## src/rtl/uart_hex_fmt.sv

```systemverilog
`default_nettype none
// ============================================================================
//  Module      : uart_hex_fmt
//  Description : Formats a NIBBLES-digit word as uppercase ASCII hex, most
//                significant digit first, optionally followed by CR LF, and
//                streams the bytes to a UART transmitter over a valid/ready
//                handshake.
//  Revision    : 1.0 - initial release
// ============================================================================
module uart_hex_fmt #(
    parameter int NIBBLES = 4,
    parameter int EOL     = 1
) (
    input  logic                   i_clk,
    input  logic                   i_rst_n,
    input  logic [4*NIBBLES-1:0]   i_data,
    input  logic                   i_valid,
    output logic                   o_ready,
    output logic [7:0]             o_data,
    output logic                   o_valid,
    input  logic                   i_ready,
    output logic                   o_busy
);

    localparam int         c_W          = 4 * NIBBLES;
    localparam logic [3:0] c_LAST       = 4'(NIBBLES - 1);
    localparam logic [7:0] c_ASCII_CR   = 8'h0D;
    localparam logic [7:0] c_ASCII_LF   = 8'h0A;

    localparam logic [1:0] c_IDLE = 2'd0;
    localparam logic [1:0] c_HEX  = 2'd1;
    localparam logic [1:0] c_CR   = 2'd2;
    localparam logic [1:0] c_LF   = 2'd3;

    logic [1:0]     r_state;
    logic [c_W-1:0] r_word;      // digit being shown sits in the top nibble
    logic [3:0]     r_cnt;       // index of the digit currently on o_data
    logic [c_W-1:0] w_word_shl;
    logic           w_in_hs;
    logic           w_out_hs;
    logic           w_last_digit;
    logic [7:0]     w_first_char;
    logic [7:0]     w_next_char;

    // Uppercase hex digit to ASCII: 0-9 -> '0'-'9', A-F -> 'A'-'F'
    function automatic logic [7:0] hex_ascii(input logic [3:0] nib);
        return (nib < 4'd10) ? (8'h30 + {4'h0, nib}) : (8'h37 + {4'h0, nib});
    endfunction

    assign w_in_hs      = i_valid & o_ready;
    assign w_out_hs     = o_valid & i_ready;
    assign w_last_digit = (r_cnt == c_LAST);
    // For NIBBLES=1 this is all zero, but it is never used on the last digit
    assign w_word_shl   = r_word << 4;
    assign w_first_char = hex_ascii(i_data[c_W-1 -: 4]);
    assign w_next_char  = hex_ascii(w_word_shl[c_W-1 -: 4]);

    // Formatter FSM; every output is registered so o_valid/o_data only
    // change on the cycle after a handshake and never retract.
    always_ff @(posedge i_clk or negedge i_rst_n) begin
        if (!i_rst_n) begin
            r_state <= c_IDLE;
            r_word  <= '0;
            r_cnt   <= '0;
            o_data  <= 8'h00;
            o_valid <= 1'b0;
            o_ready <= 1'b1;
            o_busy  <= 1'b0;
        end else begin
            case (r_state)
                c_IDLE: begin
                    if (w_in_hs) begin
                        r_word  <= i_data;
                        r_cnt   <= '0;
                        o_data  <= w_first_char;
                        o_valid <= 1'b1;
                        o_ready <= 1'b0;
                        o_busy  <= 1'b1;
                        r_state <= c_HEX;
                    end
                end
                c_HEX: begin
                    if (w_out_hs) begin
                        if (w_last_digit) begin
                            r_cnt <= '0;
                            if (EOL != 0) begin
                                o_data  <= c_ASCII_CR;
                                r_state <= c_CR;
                            end else begin
                                o_valid <= 1'b0;
                                o_ready <= 1'b1;
                                o_busy  <= 1'b0;
                                r_state <= c_IDLE;
                            end
                        end else begin
                            r_cnt  <= r_cnt + 4'd1;
                            r_word <= w_word_shl;
                            o_data <= w_next_char;
                        end
                    end
                end
                c_CR: begin
                    if (w_out_hs) begin
                        o_data  <= c_ASCII_LF;
                        r_state <= c_LF;
                    end
                end
                c_LF: begin
                    if (w_out_hs) begin
                        o_valid <= 1'b0;
                        o_ready <= 1'b1;
                        o_busy  <= 1'b0;
                        r_state <= c_IDLE;
                    end
                end
                default: begin
                    o_valid <= 1'b0;
                    o_ready <= 1'b1;
                    o_busy  <= 1'b0;
                    r_state <= c_IDLE;
                end
            endcase
        end
    end

endmodule
`default_nettype wire

```

## config.mk

```make
export PLATFORM = sky130hd
export DESIGN_NAME = uart_hex_fmt
export DESIGN_NICKNAME = d
export VERILOG_FILES = /design/src/rtl/uart_hex_fmt.sv
export SDC_FILE = /design/constraint.sdc
export NUM_CORES = 1
export LEC_CHECK = 0
export ABC_AREA = 1
export BUFFER_PORTS_ARGS = -buffer_cell sky130_fd_sc_hd__buf_2
export CORE_MARGIN = 1.5
export CORE_UTILIZATION = 50
export DETAILED_ROUTE_END_ITERATION = 12
export PLACE_DENSITY = 0.84
export REMOVE_ABC_BUFFERS = 1
export SLEW_MARGIN = 10
export SYNTH_ARGS = -nofsm -noshare
export SYNTH_HDL_FRONTEND = slang
export SYNTH_SLANG_ARGS = --single-unit
```

## constraint.sdc

```tcl
create_clock -name i_clk -period 1.7 [get_ports i_clk]
set_input_delay 0.425 -clock i_clk [delete_from_list [all_inputs] [get_ports i_clk]]
set_output_delay 0.425 -clock i_clk [all_outputs]
set_load 0.1 [all_outputs]
```

==> results.txt <==
GRT met1 Usage: 0.246
Pleak: 1.02 nW
Grt ovf: 0
Slew @ Worst Pin: 0.614 ns
CTS tree: built
Main combinational cell family by area after synthesis: simple AND/OR/NAND/NOR gates
Tightest Hold Check Type: primary input to asynchronous set/reset pin
M2 GR Usage: 0.313
CP max stage cell: dfrtp_2
Core Region: 0.00331 mm^2
Post-synthesis cell area: 0.00171 mm^2
Syn avg cell area: 8.14 um^2
Global-route wire length before repair: 5290 um
TritonRoute pass-1 iters: 4
CP top delay family: simple AND/OR/NAND/NOR gates
Crit. End Element: register
WP buf/inv: 1
Synthesis-to-finish area growth: 14.8%
Vias in the first global route: 1264
Initial antenna violation count: 0
Maximum clock frequency: 621 MHz
CP startpoint: r_state[0]
Initial Util: 0.517
Setup TNS: 0 ns
Crit Path Max Fanout: 20
Post-Layout Inst Area: 0.00196 mm^2
CP most frequent cell: nand2_2
Final setup fails: 0
RSZ-0062 raised after global routing: true
Worst-path clk slew: 0.16 ns
Syn Inst Count: 210
Skew final: 0.0191 ns
CP cell instances: inv_1 > ha_1 > nand2_2 > nand2_4 > nor2_8 > nand2_8 > nand2_2 > o21ai_2
Area of the multi-input gates: 911 um^2
Worst path max stage delay: 0.43 ns
Setup crit start kind: register
Chip width: 61.5 um
Final worst setup slack: 0.0884 ns
Number of DRC markers in iteration 0: 58
Post-synthesis sequential area ratio: 0.396
Final Util: 0.593
Antenna violation net count after detailed routing: 0
DRC violations left: 0
Port bufs: 29
CTS max path bufs: 2
IO Pins: 31
Sequential cell area: 678 um^2
Gr busiest metal: met2
Post-route minimum period: 1.61 ns
Routability cong.: 0.846
Max cap viols: 0
Post-CTS Hold Fix Bufs: 0
DIE HEIGHT: 61.5 um
Pin count of the biggest net entering global routing: 28
Max Slew Vio Count: 0
Clock tree sinks: 27
# diodes: 0
Num CTS Buffers: 3
Share of cells above drive strength 1: 0.300
Overall power: 1.01 mW
Later-pin clock latency in the skew report: 0.34 ns
Worst setup path class: register to register
Die ar.: 0.00378 mm^2
WL/cell: 11.2 um
Via/cell ratio: 4.97
Pwr Density: 516 mW/mm^2
Outcome: completed
VDD IR-drop max: 0.317 mV
Yosys Warn Count: 0
Met3 Usage GRT: 0.0273
CTS root buf: clkbuf_4
Placed cell area: 0.00190 mm^2
Arr. time, crit path: 1.84 ns
Worst flop-to-flop path startpoint: r_state[0]
Fin crit share: 0.948
Xor/xnor share of the synthesized area: 0.00512
Synth unique cells: 28
Hpwl dp: 2390 um
Mux cell area share after synthesis: 0.0468
GRT Total Usage: 0.184
Final WL: 3230 um
Relative slew slack: 0.591
Num rows: 21
Routed vias: 1437
Adder-cell share of the synthesized area: 0.0585
Filler cell count: 316
Final nets: 272
Pre-CTS WS: 0.0294 ns
Htree depth: 1
CP required: 1.92 ns
Hold Vio Cnt, Final: 0
Complex-gate fraction of the synthesized area: 0.0951
Seq cells post-synth: 27
Simple-gate share of the synthesized area: 0.317
[where the power goes]
group          switching (mW)  internal [mW]  total [mW]  leakage [nW]
Sequential                  0          0.643       0.643         0.372
Clock                   0.201         0.0900       0.291        0.0139
Combinational          0.0501         0.0292      0.0793         0.637
[placed cells by master (no fill, tap or decap), types with 2 or more instances in the layout]
| cell type | count |
|---|---|
| nand3b_1 | 2 |
| nand3_1 | 15 |
| mux2i_1 | 8 |
| nand4_1 | 5 |
| o21ai_2 | 8 |
| clkbuf_4 | 3 |
| buf_2 | 28 |
| nand2_1 | 54 |
| nor2_1 | 15 |
| a21oi_1 | 6 |
| nand2_4 | 2 |
| dfrtp_1 | 25 |
| inv_1 | 18 |
| buf_4 | 6 |
| ha_1 | 7 |
| nand2_2 | 11 |
| nor2_4 | 2 |
| o21ai_0 | 6 |
| inv_2 | 4 |
| o21ai_1 | 4 |
[cells in the mapped netlist]
library cell	count	area (um^2)
o21ai_0	6	30.0
inv_1	18	67.6
xnor2_1	1	8.76
conb_1	1	3.75
o22ai_1	1	6.26
a21oi_1	6	30.0
nand2_2	11	68.8
nor2_1	16	60.1
nor2_4	2	22.5
o21ai_1	4	20.0
a31oi_1	1	6.26
nand3_1	15	75.1
buf_4	2	15.0
nand3b_1	2	15.0
o21ai_2	8	70.1
dfrtp_1	26	651
dfstp_2	1	26.3
buf_2	1	5.00
mux2i_1	8	80.1
nand2_4	3	33.8
nand4_1	5	31.3
nor2_8	1	20.0
nand2_1	54	203
buf_6	3	33.8
or2_2	1	6.26
or2_0	1	6.26
inv_2	4	15.0
ha_1	8	100
[flip-flops by register name (all words and copies together) (netlist names)]
register  flops
r_cnt         4
o_data        7
o_busy        1
o_ready       1
r_word       12
r_state       2
[routing by layer]
layer,vias up,routed length (um)
met5,-,0
met4,0,31
met3,5,133
met2,33,1520
met1,657,1550
li1,742,-
[path summary, 6_finish.rpt]
kind	endpoint	slack, ns	depth (start not counted)
hold reg to reg	r_word[2]	0.49	2
setup / recovery	r_word[8]	0.09	8
setup reg to reg	r_word[8]	0.09	8
max in group asynchronous	r_state[0]	1.18	1
hold / removal	r_word[0]	0.08	1
min in group i_clk	r_word[3]	0.30	3
[metrics by stage]
stage / instances / hold slack [ns]
after floorplan: 204 / 0.129
after global placement: 282 / 0.454
after detailed placement: 282 / 0.458
after CTS: 286 / 0.0945
after global routing: 289 / 0.0898
final: 289 / 0.0781
[cells by family (layout without fill, tap and decap cells)]
| group | after synthesis | count (layout) |
|---|---|---|
| AO/OA/AOI/OAI | 26 | 26 |
| AND/OR/NAND/NOR | 111 | 111 |
| other | 1 | 1 |
| XOR/XNOR | 1 | 1 |
| adder cells (fa/ha/maj) | 8 | 8 |
| flip-flops | 27 | 27 |
| buffers and inverters | 28 | 61 |
| multiplexers | 8 | 8 |
[area by class of cell]
| cell class | count | area share |
|---|---|---|
| timing repair buffer | 35 | 0.104 |
| inverter | 22 | 0.0420 |
| clock inverter | 1 | 0.00382 |
| sequential | 27 | 0.345 |
| tap | 46 | 0.0293 |
| multi-input combinational | 155 | 0.464 |
| clock buffer | 3 | 0.0115 |
[what timing repair did]
action | in CTS | in global routing
buffers inserted | 0 | 3
gates resized for setup | 0 | 4
endpoints found under the setup margin | 0 | 17
Power figures use the tool's default switching activity.
